==> src/rtl/pipeline_pkg.sv <==
// Shared fetch-pipeline constants and types: NOP encoding, datapath width, reset PC
// and the prefetch FSM encoding.
package pipeline_pkg;

  localparam int unsigned XLEN = 32;
  localparam logic [XLEN-1:0] NOP_INSTR = 32'h0000_0013;
  localparam logic [XLEN-1:0] RESET_PC_DEFAULT = 32'h0000_0000;

  typedef enum logic [1:0] {
    StBoot,
    StFetch,
    StHold
  } fetch_state_e;

  typedef struct packed {
    logic [XLEN-1:0] instr;
    logic [XLEN-1:0] pc;
  } fetch_entry_t;

  function automatic logic [XLEN-1:0] pc_plus4(input logic [XLEN-1:0] pc);
    return pc + 32'd4;
  endfunction

endpackage

==> src/rtl/prefetch_fifo.sv <==
// Power-of-two circular FIFO holding fetched {instr, pc} entries; a push is
// accepted while full only when a pop happens in the same cycle.
module prefetch_fifo #(
  parameter int unsigned DEPTH = 4,
  parameter int unsigned WIDTH = 64
) (
  input  logic                   clk,
  input  logic                   rst,
  input  logic                   flush,
  input  logic                   push,
  input  logic [WIDTH-1:0]       wdata,
  input  logic                   pop,
  output logic [WIDTH-1:0]       rdata,
  output logic                   full,
  output logic                   empty,
  output logic [$clog2(DEPTH):0] count
);

  localparam int unsigned AW = $clog2(DEPTH);
  localparam int unsigned CW = AW + 1;

  logic [WIDTH-1:0] mem_q [DEPTH];
  logic [AW-1:0]    wr_ptr_q, rd_ptr_q;
  logic [CW-1:0]    count_q;
  logic             do_push, do_pop;

  assign full    = (count_q == CW'(DEPTH));
  assign empty   = (count_q == '0);
  assign count   = count_q;
  assign rdata   = mem_q[rd_ptr_q];
  assign do_pop  = pop && !empty;
  assign do_push = push && (!full || pop);

  always_ff @(posedge clk) begin
    if (!rst || flush) begin
      wr_ptr_q <= '0;
      rd_ptr_q <= '0;
      count_q  <= '0;
    end else begin
      if (do_push) wr_ptr_q <= wr_ptr_q + AW'(1);
      if (do_pop)  rd_ptr_q <= rd_ptr_q + AW'(1);
      count_q <= count_q + CW'(do_push) - CW'(do_pop);
    end
  end

  // Storage needs no reset; pointers alone define validity.
  always_ff @(posedge clk) begin
    if (do_push) mem_q[wr_ptr_q] <= wdata;
  end

endmodule

==> src/rtl/prefetch_buffer.sv <==
// Instruction prefetch buffer: credit-limited fetch, in-order response FIFO, redirect
// flush with stale-response discard. PREFETCH_PERF_EN adds saturating perf counters.
module prefetch_buffer
  import pipeline_pkg::*;
#(
  parameter int unsigned     DEPTH    = 4,
  parameter logic [XLEN-1:0] RESET_PC = RESET_PC_DEFAULT
) (
  input  logic            clk,
  input  logic            rst,
  input  logic            PCSrcE,
  input  logic [XLEN-1:0] PCTargetE,
  input  logic            StallD,
  output logic            imem_req,
  output logic [XLEN-1:0] imem_addr,
  input  logic            imem_ready,
  input  logic            imem_rvalid,
  input  logic [XLEN-1:0] imem_rdata,
  output logic [XLEN-1:0] InstrD,
  output logic [XLEN-1:0] PCD,
  output logic [XLEN-1:0] PCPlus4D,
  output logic            ValidD
`ifdef PREFETCH_PERF_EN
  ,
  output logic [31:0]     perf_redirects,
  output logic [31:0]     perf_empty
`endif
);

  localparam int unsigned CW = $clog2(DEPTH) + 1;

  fetch_state_e    state_q, state_d;
  logic [XLEN-1:0] fetch_pc_q, fetch_pc_d;
  logic [XLEN-1:0] resp_pc_q, resp_pc_d;
  logic [CW-1:0]   outstanding_q, outstanding_d;
  logic [CW-1:0]   stale_q, stale_d;
  logic [XLEN-1:0] instr_q, instr_d, pc_q, pc_d, pc4_q, pc4_d;
  logic            valid_q, valid_d;

  logic            accept, rsp_ok, rsp_stale, rsp_live, bypass;
  logic            fifo_push, fifo_pop, fifo_flush, fifo_full, fifo_empty;
  logic [CW-1:0]   fifo_count, count_next;
  logic [CW:0]     credit_sum;
  logic            credit_ok;
  fetch_entry_t    fifo_wdata, fifo_rdata;

  prefetch_fifo #(
    .DEPTH(DEPTH),
    .WIDTH(2 * XLEN)
  ) u_fifo (
    .clk  (clk),
    .rst  (rst),
    .flush(fifo_flush),
    .push (fifo_push),
    .wdata(fifo_wdata),
    .pop  (fifo_pop),
    .rdata(fifo_rdata),
    .full (fifo_full),
    .empty(fifo_empty),
    .count(fifo_count)
  );

  assign imem_req  = (state_q == StFetch);
  assign imem_addr = fetch_pc_q;

  always_comb begin
    accept    = imem_req && imem_ready;
    // A response with nothing outstanding is a protocol error and is ignored.
    rsp_ok    = imem_rvalid && (outstanding_q != '0);
    rsp_stale = rsp_ok && (stale_q != '0);
    rsp_live  = rsp_ok && (stale_q == '0) && !PCSrcE;
    // Empty FIFO and free decode: forward the response straight to the outputs.
    bypass    = rsp_live && fifo_empty && !StallD;
    fifo_pop  = !PCSrcE && !StallD && !fifo_empty;
    fifo_push = rsp_live && !bypass && (!fifo_full || fifo_pop);
    fifo_flush = PCSrcE;
    fifo_wdata = '{instr: imem_rdata, pc: resp_pc_q};

    outstanding_d = outstanding_q + CW'(accept) - CW'(rsp_ok);
    // Everything still in flight after a redirect, including a request accepted
    // in the redirect cycle itself, belongs to the old path.
    stale_d = PCSrcE ? outstanding_d : stale_q - CW'(rsp_stale);

    fetch_pc_d = fetch_pc_q;
    if (PCSrcE)      fetch_pc_d = PCTargetE;
    else if (accept) fetch_pc_d = pc_plus4(fetch_pc_q);

    resp_pc_d = resp_pc_q;
    if (PCSrcE)        resp_pc_d = PCTargetE;
    else if (rsp_live) resp_pc_d = pc_plus4(resp_pc_q);

    count_next = PCSrcE ? '0 : fifo_count + CW'(fifo_push) - CW'(fifo_pop);
    credit_sum = (CW + 1)'(outstanding_d) + (CW + 1)'(count_next);
    credit_ok  = credit_sum < (CW + 1)'(DEPTH);
  end

  always_comb begin
    instr_d = instr_q;
    pc_d    = pc_q;
    pc4_d   = pc4_q;
    valid_d = valid_q;
    if (PCSrcE) begin
      instr_d = NOP_INSTR;
      valid_d = 1'b0;
    end else if (!StallD) begin
      if (fifo_pop) begin
        instr_d = fifo_rdata.instr;
        pc_d    = fifo_rdata.pc;
        pc4_d   = pc_plus4(fifo_rdata.pc);
        valid_d = 1'b1;
      end else if (bypass) begin
        instr_d = imem_rdata;
        pc_d    = resp_pc_q;
        pc4_d   = pc_plus4(resp_pc_q);
        valid_d = 1'b1;
      end else begin
        instr_d = NOP_INSTR;
        valid_d = 1'b0;
      end
    end
  end

  always_comb begin
    state_d = state_q;
    unique case (state_q)
      StBoot:          state_d = StFetch;
      StFetch, StHold: state_d = credit_ok ? StFetch : StHold;
      default:         state_d = StBoot;
    endcase
  end

  always_ff @(posedge clk) begin
    if (!rst) begin
      state_q       <= StBoot;
      fetch_pc_q    <= RESET_PC;
      resp_pc_q     <= RESET_PC;
      outstanding_q <= '0;
      stale_q       <= '0;
      instr_q       <= NOP_INSTR;
      pc_q          <= '0;
      pc4_q         <= '0;
      valid_q       <= 1'b0;
    end else begin
      state_q       <= state_d;
      fetch_pc_q    <= fetch_pc_d;
      resp_pc_q     <= resp_pc_d;
      outstanding_q <= outstanding_d;
      stale_q       <= stale_d;
      instr_q       <= instr_d;
      pc_q          <= pc_d;
      pc4_q         <= pc4_d;
      valid_q       <= valid_d;
    end
  end

  assign InstrD   = instr_q;
  assign PCD      = pc_q;
  assign PCPlus4D = pc4_q;
  assign ValidD   = valid_q;

`ifdef PREFETCH_PERF_EN
  logic [31:0] perf_redirects_q, perf_empty_q;

  always_ff @(posedge clk) begin
    if (!rst) begin
      perf_redirects_q <= '0;
      perf_empty_q     <= '0;
    end else begin
      if (PCSrcE && (perf_redirects_q != '1)) perf_redirects_q <= perf_redirects_q + 32'd1;
      if (!StallD && fifo_empty && (perf_empty_q != '1)) perf_empty_q <= perf_empty_q + 32'd1;
    end
  end

  assign perf_redirects = perf_redirects_q;
  assign perf_empty     = perf_empty_q;
`endif

endmodule

==> config.mk <==
export PLATFORM = sky130hd
export DESIGN_NAME = prefetch_buffer
export DESIGN_NICKNAME = d
export VERILOG_FILES = /design/src/rtl/pipeline_pkg.sv /design/src/rtl/prefetch_fifo.sv /design/src/rtl/prefetch_buffer.sv
export SDC_FILE = /design/constraint.sdc
export NUM_CORES = 1
export LEC_CHECK = 0
export BUFFER_PORTS_ARGS = -buffer_cell sky130_fd_sc_hd__buf_4
export CAP_MARGIN = 5
export CORE_MARGIN = 2
export CORE_UTILIZATION = 59
export CTS_CLUSTER_DIAMETER = 30
export DETAILED_ROUTE_END_ITERATION = 16
export MAX_ROUTING_LAYER = met4
export PLACE_DENSITY = 0.8
export SYNTH_ARGS = -nofsm -noshare
export SYNTH_HDL_FRONTEND = slang
export SYNTH_SLANG_ARGS = --single-unit
==> constraint.sdc <==
create_clock -name clk -period 4.4 [get_ports clk]
set_clock_uncertainty 0.1 [all_clocks]
set_input_delay 0 -clock clk [delete_from_list [all_inputs] [get_ports clk]]
set_output_delay 0 -clock clk [all_outputs]
set_load 0.02 [all_outputs]
# Word level (Yosys, flattened, before mapping)
# Memories as Yosys holds them, arrays and structs flattened. A register that Yosys moved wholly into a read port is not among the register bits.
# Cells that the tools add are included.
[word_totals]
reg_bits = 176
ramBits = 256
input_bits = 70
out_inout_bits = 130
word_cells = 85
n_memories = 1
[mem_list]
columns = ["memory", "depth", "width", "rd", "rd_ports_with_merged_regs", "wr", "line", "source"]
rows = [
  ["u_fifo.mem_q", 4, 64, 1, 1, 1, "prefetch_fifo.sv:22", "logic [WIDTH-1:0] mem_q [DEPTH];"],
]
[op_classes]
add_sub_neg = 13
n_lt_le_gt_ge = 1
n_eq_ne = 3
n_mux = 20
n_bitwise = 3
n_reduce_logical = 32
[op_table]
columns = ["op", "n"]
rows = [
  ["32-bit two-way mux", 10],
  ["32-bit by 3-bit adder with 32-bit output, second input constant", 3],
  ["1-bit logical AND", 13],
  ["3-bit by 1-bit subtractor with 3-bit output", 4],
  ["3-bit by 1-bit adder with 3-bit output", 3],
  ["1-bit logical NOT", 6],
  ["3-bit logical NOT", 2],
  ["2-bit two-way mux", 3],
  ["3-bit two-way mux", 2],
  ["2-bit nonzero test", 3],
  ["3-bit nonzero test", 2],
  ["2-bit by 1-bit adder with 2-bit output, second input constant", 2],
  ["3-bit by 3-bit adder with 4-bit output", 1],
  ["4-bit by 3-bit less-than comparator with 1-bit output, second input constant", 1],
  ["1-bit two-way mux", 4],
  ["2-bit one-hot mux with 2 select lines", 1],
  ["2-bit OR reduction", 2],
  ["3-bit equality test, second input constant", 1],
  ["1-bit inverter", 3],
  ["3-bit AND reduction", 1],
  ["2-bit by 1-bit equality test with 1-bit output, second input constant", 1],
  ["2-bit equality test, second input constant", 1],
  ["2-bit logical NOT", 1],
  ["1-bit logical OR", 2],
]

# Depth between registers and ports, before layout
[logic_depth]
ltp_word = 16
ltp_mapped = 17

# Cells and area by module
# A second synthesis with hierarchy kept.
[hier_totals]
cells_unflattened = 1395
hier_area_um2 = 18066.1
[modules_own_cells]
columns = ["mod", "instances", "cells_each", "area_per_inst_um2", "seq_area_each_um2"]
rows = [
  ["prefetch_fifo", 1, 386, 9681.8, 7867.5],
  ["prefetch_buffer", 1, 1009, 8384.3, 3343.2],
]

# Least setup slack after synthesis
# OpenSTA, ideal clock, no wires.
[synth_timing]
path_type = "flip-flop to flip-flop"
startpoint = "register stale_q[1]"
endpoint = "memory u_fifo.mem_q[0][0] (enable)"
setup_ns = 0.429
t_arrival_ns = 2.864
required_time_ns = 3.871
slack_ns = 1.007
stages_incl_launch_ff = 5
cell_sequence = "dfxtp_1 -> nor3_1 -> nand2_1 -> nor3_1 -> and2_1"
[synth_between]
elab_chain_len = 11
[synth_lines]
columns = ["element", "line", "source"]
rows = [
  ["start: declaration", "prefetch_buffer.sv:36", "logic [CW-1:0] stale_q, stale_d;"],
  ["start signal: assignment", "prefetch_buffer.sv:148", "stale_q <= stale_d;"],
  ["3-bit logical NOT *", "prefetch_buffer.sv:71", "rsp_live = rsp_ok && (stale_q == '0) && !PCSrcE;"],
  ["1-bit logical AND * (2 in series)", "prefetch_buffer.sv:71", ""],
  ["1-bit logical AND (2 in series)", "prefetch_buffer.sv:73", "bypass = rsp_live && fifo_empty && !StallD;"],
  ["1-bit logical NOT", "prefetch_buffer.sv:75", "fifo_push = rsp_live && !bypass && (!fifo_full || fifo_pop);"],
  ["1-bit logical AND * (2 in series)", "prefetch_buffer.sv:75", ""],
  ["1-bit logical AND *", "prefetch_fifo.sv:32", "assign do_push = push && (!full || pop);"],
  ["named net u_fifo.do_push", "prefetch_fifo.sv:25", "logic do_push, do_pop;"],
  ["1-bit two-way mux *", "prefetch_fifo.sv:48", "if (do_push) mem_q[wr_ptr_q] <= wdata;"],
  ["1-bit two-way mux (not written as such) *", "prefetch_fifo.sv:48", ""],
  ["end: declaration", "prefetch_fifo.sv:22", ""],
]
# Mark *: on every way through the listed nets, which the timed path passes. The rest lies on a longest branch.

# Worst setup path in the final report
[layout_timing]
startpoint = "register state_q[1]"
endpoint = "register state_q[0]"
[layout_between]
elab_chain_len = 8
word_cells_on_any_way = 11
classes_between = "add/sub (3); order compare (1); eq/ne (2); mux (2); reduce/logical (3)"
[layout_lines]
columns = ["element", "line", "source"]
rows = [
  ["start: declaration", "prefetch_buffer.sv:32", "fetch_state_e state_q, state_d;"],
  ["start signal: assignment", "prefetch_buffer.sv:134", "state_q <= StBoot;"],
  ["start signal: assignment", "prefetch_buffer.sv:144", "state_q <= state_d;"],
  ["2-bit by 1-bit equality test with 1-bit output", "prefetch_buffer.sv:63", "assign imem_req = (state_q == StFetch);"],
  ["1-bit logical AND", "prefetch_buffer.sv:67", "accept = imem_req && imem_ready;"],
  ["3-bit by 1-bit adder with 3-bit output", "prefetch_buffer.sv:79", "outstanding_d = outstanding_q + CW'(accept) - CW'(rsp_ok);"],
  ["3-bit by 1-bit subtractor with 3-bit output", "prefetch_buffer.sv:79", ""],
  ["named net outstanding_d[2]", "prefetch_buffer.sv:35", "logic [CW-1:0] outstanding_q, outstanding_d;"],
  ["3-bit by 3-bit adder with 4-bit output", "prefetch_buffer.sv:93", "credit_sum = (CW + 1)'(outstanding_d) + (CW + 1)'(count_next);"],
  ["4-bit by 3-bit less-than comparator with 1-bit output", "prefetch_buffer.sv:94", "credit_ok = credit_sum < (CW + 1)'(DEPTH);"],
  ["2-bit two-way mux", "prefetch_buffer.sv:127", "StFetch, StHold: state_d = credit_ok ? StFetch : StHold;"],
  ["2-bit one-hot mux with 2 select lines", "prefetch_buffer.sv:125", "unique case (state_q)"],
]
# The timed path passes the listed nets, and every way through them passes these cells.
# A chain may end at the register's enable or synchronous reset.

==> key figures <==
Clock tree
  • Maximum clock insertion buffer count: 3
  • CTS tree: built
  • CTS buffer count: 79
  • Reg clk slew, reported paths: 50 ps
  • Clk sink count: about 430
  • Clk root buf: clkbuf_16
  • Number of setup buffers added after CTS: 0
  • CTS H-tree depth: 3
  • Clk_lat worst skew: 590 ps

Synthesis
  • Count leader, synth: edfxtp_1
  • Yosys top cell by area: edfxtp_1
  • Post-synth EDFFs: approximately 260
  • Post-synth top area share: 42.3%
  • Net Count, Synth: 1533
  • Dominant cells by area after synthesis: edfxtp_1 (42%), dfxtp_1 (19%), mux4_2 (7.4%)
  • Syn avg cell area: ~13 sq um
  • Seq/Total Area, Yosys: 61.7%
  • Synth async-reset ratio: 0%
  • YS warnings: 0
  • Flops & latches, synth: 432
  • Most instantiated cells after synthesis: edfxtp_1 (256), dfxtp_1 (176), nand2_1 (169)
  • Post-Synthesis Cells: 1440
  • Synth unique cells: 57
  • Ys flop type: edfxtp_1
  • Post-synthesis cell area: 0.0182 sq mm

Place
  • RD Place Congestion: 0.931
  • Setup Slack @ Placement: 1020 ps
  • Dpl hpwl: 29200 microns
  • Count of input and output buffers: around 200

Pwr
  • Max VDD drop: 0.352 mV
  • Tot Pwr: ~12 mW
  • P per Cell Area: 498 mW/mm^2
  • Leak Pwr: 8.28 nW

Drt
  • DRC: 0
  • Initial DRC Count: 1484
  • Routed WL: 49400 microns
  • Pre-antenna DRT Iters: 7
  • Wire per inst: 22.6 microns
  • Vias: 13.6k
  • Via/cell ratio: 6.21
  • Final ANT Viol Nets: 0

Setup path
  • Crit path kind: register to register
  • Crit. End Element: register
  • CP max FO: 5
  • R2r setup slk: between 900 and 1000 ps
  • Startpoint Class: register
  • Worst r2r src: state_q[1]
  • Arrival @ worst endpoint: approximately 3800 ps
  • CP required: 4790 ps
  • CP Launch Point: state_q[1]

Floorplan
  • Initial core utilization: approximately 60%
  • Std cell rows: 64
  • CORE AREA: 0.0304 sq mm
  • Die X: 179 microns
  • IO Count: 200
  • Die area: approximately 0.032 sq mm
  • Die H: 179 microns

GRT
  • Largest net degree at the start of global routing: 96
  • GRT Total Usage: roughly 31%
  • First-pass GRT wire length: 77000 microns
  • Antenna violations before repair: 0
  • Gr ovfl total: 0
  • Vias in the first global route: 13.9k

Cells and area
  • Nets: 1814
  • Share of cells above drive strength 1: 24.5%
  • Layout fillers: 1756
  • # diodes: 0
  • Area Growth Syn to Fin: 29.0%
  • Final core occ: 77.0%

STA
  • Worst Tran Pin Value: 1050 ps
  • Count of final setup violators: 0
  • Setup TNS: 0 ps
  • Slew margin rel.: 29.9%
  • Worst setup margin: 975 ps
  • Slew Limit Fails: 0
  • Fmax: between 0.2 and 0.3 GHz
  • Min Tclk post-route: 3430 ps
  • RSZ-0062 raised after global routing: false
  • Final-report hold violation count: 0
  • Period Utilization, post-route: just under 80%
  • WHS: 20.9 ps

Worst hold path
  • Hold Startpoint: imem_rvalid
  • Hold Crit Class: primary input to register

Run
  • Max_cap viols: 0

Run status
  • Status: completed
==> worst max-delay path, cell delays in order, from the launching register on <==
cell	delay [ps]
dfxtp_1	300
inv_1	80
ha_1	300
nand2_1	250
ha_1	340
inv_1	70
ha_1	150
inv_1	50
fa_1	370
xor2_1	160
xnor2_1	240
inv_1	80
ha_1	290
nor3_1	230
a31oi_1	140
nor3_1	170
==> stage by stage <==
step / instances / cell area [sq um]
final: 2183 / 23400
after global routing: 2183 / 23400
after global placement: 1964 / 20000
after floorplan: 1440 / 18200
after detailed placement: 1964 / 20000
after CTS: 2183 / 23400
==> layer usage <==
layer	GRT usage (%)	vias to the layer above	wire (microns)
met5	-	-	0
met4	11.6	0	1430
met3	6.24	126	4760
met2	50.5	816	24200
met1	39.5	6651	19000
li1	-	5967	-
==> final cells by class <==
| class | count | area, sq um | share of cell area [%] |
|---|---|---|---|
| sequential | 432 | 11200 | 47.8 |
| multi-input combinational | 885 | 6460 | 27.6 |
| timing repair buffer | 295 | 2430 | 10.4 |
| clock buffer | 93 | 2090 | 8.91 |
| clock inverter | 54 | 643 | 2.74 |
| tap | 396 | 495 | 2.11 |
| inverter | 28 | 105 | 0.448 |
==> path summary, 6_finish.rpt <==
check / end / cells past startpoint
setup reg to reg: state_q[0] / 15
hold reg to reg: imem_addr[1] / 2
hold / removal: stale_q[0] / 5
setup / recovery: state_q[0] / 15
==> placed cells by master (no fill, tap or decap), types with 7 or more instances in the layout <==
master | netlist | final
edfxtp_1 | 256 | 256
buf_4 | 5 | 220
dfxtp_1 | 176 | 174
nand2_1 | 169 | 168
a21oi_1 | 107 | 107
nor2_1 | 85 | 85
clkbuf_16 | 0 | 79
dlygate4sd3_1 | 0 | 72
xnor2_1 | 61 | 61
mux4_2 | 60 | 60
xor2_1 | 50 | 50
o21ai_0 | 45 | 45
nand3_1 | 37 | 36
a311oi_1 | 35 | 35
a22oi_1 | 29 | 29
inv_1 | 26 | 25
nand4_1 | 24 | 24
nor3_1 | 21 | 20
ha_1 | 20 | 20
and3_1 | 18 | 18
nor4_1 | 12 | 12
clkinvlp_4 | 0 | 11
and2_1 | 14 | 10
mux2i_1 | 10 | 10
clkinv_2 | 0 | 10
a211oi_1 | 9 | 9
clkbuf_1 | 79 | 8
or3_1 | 7 | 7
o22ai_1 | 7 | 7
o221ai_1 | 7 | 7
inv_6 | 0 | 7
bufinv_16 | 0 | 7
==> state kept, by name, indices dropped and copies added, names as in the netlist, named ones only <==
register         count
InstrD              32
ValidD               1
state_q              2
outstanding_q        3
PCD                 32
imem_addr           32
u_fifo.count         3
stale_q              3
resp_pc_q           32
u_fifo.rd_ptr_q      2
PCPlus4D            30
u_fifo.mem_q       256
u_fifo.wr_ptr_q      2
==> cell families (layout without fill, tap and decap cells) <==
group	count (synthesis)	in the layout	synth area share, %
muxes	75	75	8.63
and+or+nand+nor	412	412	10.6
AOI/OAI and AO/OA	264	264	9.14
xor gates and xnor gates	111	111	5.35
DFF	432	432	61.7
buffers and inverters	123	470	2.86
adders and majority gates	23	23	1.71
==> what timing repair did <==
item                                   4_1_cts  5_1_grt
endpoints found under the hold margin      258        0
resized for setup                            0        0
hold buffers                                72        0
==> report_power, final <==
part / internal (mW) / total [mW] / leakage (nW) / switching (mW)
clock: 3.89 / 6.10 / 1.31 / 2.21
combinational: 0.398 / 0.970 / 3.21 / 0.572
sequential: 4.44 / 4.60 / 3.76 / 0.158
total: 8.73 / 11.7 / 8.28 / 2.94
No activity file was read; power rests on OpenSTA's default activity.
